### src/rtl/bike_mode_sequencer.sv
// bike_mode_sequencer: OFF/ON/OFF/FLASH_k ring sequencer with one-hot mode select and speed-button routing.
// Define BIKE_IDLE_OFF_EN to compile in the idle auto-off counter; otherwise idle_off is tied to 0.
module bike_mode_sequencer #(
  parameter int NUM_FLASH = 2,
  parameter int RESET_INDEX = 0,
  parameter int IDLE_CYCLES = 1000,
  localparam int L = 2 * (NUM_FLASH + 1),
  localparam int IW = $clog2(L)
) (
  input  logic                 clk,
  input  logic                 reset,
  input  logic                 next,
  input  logic                 prev,
  input  logic                 up_button,
  input  logic                 down_button,
  output logic [NUM_FLASH+1:0] state,
  output logic [IW-1:0]        mode_index,
  output logic [NUM_FLASH-1:0] shift_left,
  output logic [NUM_FLASH-1:0] shift_right,
  output logic                 idle_off
);
  if (NUM_FLASH < 1 || RESET_INDEX < 0 || RESET_INDEX >= L || IDLE_CYCLES < 2) begin : g_bad_params
    $error("bike_mode_sequencer: illegal parameter set");
  end
  // Even indices are OFF; odd index 2k+1 selects bit k+1 (ON is k=0).
  function automatic logic [NUM_FLASH+1:0] decode(input logic [IW-1:0] idx);
    return idx[0] ? {{(NUM_FLASH+1){1'b0}}, 1'b1} << ((idx >> 1) + 1'b1)
                  : {{(NUM_FLASH+1){1'b0}}, 1'b1};
  endfunction
  logic [IW-1:0] idx_inc, idx_dec, idx_nxt;
  logic          timeout;
  assign idx_inc = (mode_index == IW'(L - 1)) ? '0 : mode_index + 1'b1;
  assign idx_dec = (mode_index == '0) ? IW'(L - 1) : mode_index - 1'b1;
  // A timeout only fires in a cycle without activity, so it never competes with next/prev.
  assign idx_nxt = ((next && !prev) || timeout) ? idx_inc
                 : (prev && !next) ? idx_dec
                 : mode_index;
  // Index and its decoded one-hot are registered together so they never disagree.
  always_ff @(posedge clk or negedge reset) begin
    if (!reset) begin
      mode_index <= IW'(RESET_INDEX);
      state      <= decode(IW'(RESET_INDEX));
    end else begin
      mode_index <= idx_nxt;
      state      <= decode(idx_nxt);
    end
  end
  // Buttons are masked while reset is low since the registered state may already select a flash.
  assign shift_left  = (reset && up_button && !down_button) ? state[NUM_FLASH+1:2] : '0;
  assign shift_right = (reset && down_button && !up_button) ? state[NUM_FLASH+1:2] : '0;
`ifdef BIKE_IDLE_OFF_EN
  localparam int CW = $clog2(IDLE_CYCLES);
  logic [CW-1:0] idle_cnt;
  logic          act;
  assign act     = next || prev || up_button || down_button;
  assign timeout = mode_index[0] && !act && (idle_cnt == CW'(IDLE_CYCLES - 1));
  // Counts idle cycles while lit; any activity, OFF, or the timeout itself restarts it.
  always_ff @(posedge clk or negedge reset) begin
    if (!reset) begin
      idle_cnt <= '0;
      idle_off <= 1'b0;
    end else begin
      idle_cnt <= (!mode_index[0] || act || timeout) ? '0 : idle_cnt + 1'b1;
      idle_off <= timeout;
    end
  end
`else
  assign timeout  = 1'b0;
  assign idle_off = 1'b0;
`endif
endmodule

### config.mk
export PLATFORM = sky130hd
export DESIGN_NAME = bike_mode_sequencer
export DESIGN_NICKNAME = d
export VERILOG_FILES = /design/src/rtl/bike_mode_sequencer.sv
export SDC_FILE = /design/constraint.sdc
export NUM_CORES = 1
export LEC_CHECK = 0
export ABC_AREA = 1
export ABC_CLOCK_PERIOD_IN_PS = 2580
export BUFFER_PORTS_ARGS = -buffer_cell sky130_fd_sc_hd__buf_2
export CORE_MARGIN = 2
export CORE_UTILIZATION = 30
export CTS_CLUSTER_DIAMETER = 50
export CTS_CLUSTER_SIZE = 40
export DETAILED_ROUTE_END_ITERATION = 6
export PLACE_DENSITY = 0.62
export REMOVE_ABC_BUFFERS = 1
export SLEW_MARGIN = 20
export SYNTH_ARGS = -nofsm -noshare
export SYNTH_HDL_FRONTEND = slang
export SYNTH_SLANG_ARGS = --single-unit
### constraint.sdc
create_clock -name clk -period 2.58 [get_ports clk]
set_input_delay 0.129 -clock clk [delete_from_list [all_inputs] [get_ports clk]]
set_output_delay 0.129 -clock clk [all_outputs]
set_load 0.01 [all_outputs]
==> results.py <==
metrics = {
    "synthesis": {
        "synth_top_area_cell": "dfrtp_1",
        "synth.area.top_cells": "dfrtp_1, nand2_1, nand3_1, inv_1, nor2_1",
        "synth_area_um2": 410,
        "yosysWarningCount": 0,
        "yosysTopAreaCellShare": 0.366,
        "avgSynthCellArea_um2": 6.73,
        "ys_seq_area_frac": 0.430,
        "synth.distinct_cells": 12,
        "synth_seq_cells": 7,
        "syn_inst": 61,
    },
    "floorplanning": {
        "fp.dieH_um": 41.0,
        "pin_count": 18,
        "fp.coreArea_um2": 1280,
        "die-width_um": 41.0,
        "dieArea_um2": 1680,
        "start_util": 0.319,
        "row_count": 13,
    },
    "setup_path": {
        "critPathRequiredTime_ns": 2.76,
        "crit_buf_inv": 2,
        "cp_common_cell": "nand2_1",
        "cp_top_family": "simple AND/OR/NAND/NOR gates",
        "crit_fanout": 6,
        "path_class": "reg -> reg",
        "endpoint_kind": "flop",
        "crit_slowest_cell": "dfrtp_1",
        "arrival_ns": 1.62,
        "startpoint_type": "flop",
        "crit_chain": "inv_1 -> nand2_1 -> inv_1 -> ha_1 -> nand3_1 -> nand2_1 -> nand2_1 -> nand2_1 -> nand2_1 -> nor2_1",
        "worst_path_largest_cell_delay_ns": 0.43,
    },
    "final_layout": {
        "syn_to_final_growth_pct": 31.1,
        "fin_nets": 89,
        "drive_above_1_share": 0.284,
        "final_area_um2": 538,
        "antenna_cells": 0,
        "instances_no_fill": 96,
        "final.fill_count": 143,
    },
    "timing": {
        "finalSetupTns_ns": 0,
        "finalMaxSlewViolations": 0,
        "post-route-min-period_ns": 1.44,
        "whs_ns": 0.250,
        "hold_viol": 0,
        "maxClockFrequency_mhz": 692,
        "rsz0062_at_grt": "false",
        "finalSetupViolCount": 0,
        "period_share": 0.560,
        "fin_skew_ns": 0.00418,
    },
    "route": {
        "wl_um": 801,
        "viasPerCell": 4.30,
        "routed-via-count": 413,
        "drc": 0,
        "drt_pass1_iterations": 4,
        "routedWlPerCell_um": 8.34,
        "drt_iter0_markers": 3,
        "postRouteAntennaNets": 0,
    },
    "global_routing": {
        "grtUsageTotal": 0.116,
        "grt_max_degree": 10,
        "grt_overflow": 0,
        "grt_pass1_vias": 318,
        "grt_first_pass_wirelength_um": 1170,
        "grt_antenna_before_repair": 0,
    },
    "clocking": {
        "worstSkewPairLatency_ns": 0.25,
        "root_buffer": "clkbuf_4",
        "cts.sinks": 7,
        "clockBufferDepth": 2,
        "cts_setup_buffers": 0,
        "htreeDepth": 1,
        "cts_buffers": 3,
        "path_clk_slew_ns": 0.05,
        "cts_tree": "yes",
        "post_cts_resized": 0,
        "cts-hold-fix-buffers": 1,
    },
    "place": {
        "portBuffers": 16,
        "dpl.cell_count": 91,
        "place_area_um2": 502,
        "hpwl_um": 657,
        "gp_congestion": 0.693,
    },
    "flow_run": {
        "drv_cap": 0,
    },
    "power_and_ir_drop": {
        "p_leak_nw": 0.336,
        "peakVddDrop_mv": 0.331,
        "pwr_density_cell_nw_per_um2": 881,
        "power.total_uw": 474,
    },
    "min_path": {
        "hp-class": "in -> async",
    },
    "status": {
        "status": "finished clean",
    },
}
-- power breakdown --
group,switching (mW),internal [mW],total [mW]
Sequential,0.0261,0.150,0.176
Clock,0.0377,0.0588,0.0966
Combinational,0.126,0.0752,0.201
-- final timing paths --
path	start	to	slack (ns)	depth (start not counted)
worst max-delay path	mode_index[0]$_DFF_PN0_	state[2]$_DFF_PN0_	1.14	10
worst min-delay path	reset	state[3]$_DFF_PN0_	0.25	2
worst max register to register	mode_index[0]$_DFF_PN0_	state[2]$_DFF_PN0_	1.14	10
worst min register to register	mode_index[0]$_DFF_PN0_	mode_index[0]$_DFF_PN0_	0.67	2
max in group asynchronous	reset	state[0]$_DFF_PN1_	2.09	2
min in group clk	prev	mode_index[0]$_DFF_PN0_	0.29	5
-- flip-flops by register name (all words and copies together), names as in the netlist --
| signal | count |
|---|---|
| mode_index | 3 |
| state | 4 |
-- routing by layer --
layer / track usage / vias up / part of all wire
met3: 0.0815 / 0 / 0.042
li1: - / 218 / -
met4: 0.0250 / 0 / 0
met2: 0.188 / 10 / 0.54
met1: 0.120 / 185 / 0.42
met5: 0 / - / 0
-- cells in the final DEF, fill, tap and decap left out, drive strengths merged --
cell type / count
nand2: 19
buf: 16
inv: 13
nor2: 9
nand3: 9
dfrtp: 6
clkbuf: 4
nand4: 1
ha: 1
conb: 1
dlygate4sd3: 1
dfstp: 1
-- worst register-to-register path, cell delays in order (launching register included) --
cell and delay (ns):
dfrtp_1 0.43, inv_1 0.11, nand2_1 0.09, inv_1 0.05, ha_1 0.26, nand3_1 0.07, nand2_1 0.06, nand2_1 0.06
nand2_1 0.08, nand2_1 0.07, nor2_1 0.10
-- metrics by stage --
step / util / worst slack, ns
CTS: 0.419 / 1.12
global route: 0.419 / 0.965
floorplan: - / 1.22
finish: 0.419 / 1.14
global placement: 0.390 / 1.15
detailed placement: 0.390 / 1.15
-- synth_stat cells --
library cell	n
nand2_1	17
inv_1	12
nand3_1	9
dfrtp_1	6
conb_1	1
buf_4	1
ha_1	1
nor2_1	9
dfstp_2	1
nand2_2	2
inv_2	1
nand4_1	1
-- cell families (layout without fill, tap and decap cells) --
kind of cell,after synthesis,count (layout),share of synthesized area
DFF,7,7,0.430
and+or+nand+nor,38,38,0.393
buffers and inverters,14,34,0.137
adders and majority gates,1,1,0.0305
other,1,1,0.00914
-- layout make-up --
| type | count | area [um2] | area share |
|---|---|---|---|
| tap | 15 | 18.8 | 0.0349 |
| inverter | 13 | 48.8 | 0.0907 |
| clock buffer | 4 | 26.3 | 0.0488 |
| timing repair buffer | 17 | 90.1 | 0.167 |
| multi-input combinational | 40 | 178 | 0.330 |
| sequential | 7 | 176 | 0.328 |
No activity file was read; power rests on OpenSTA's default activity.
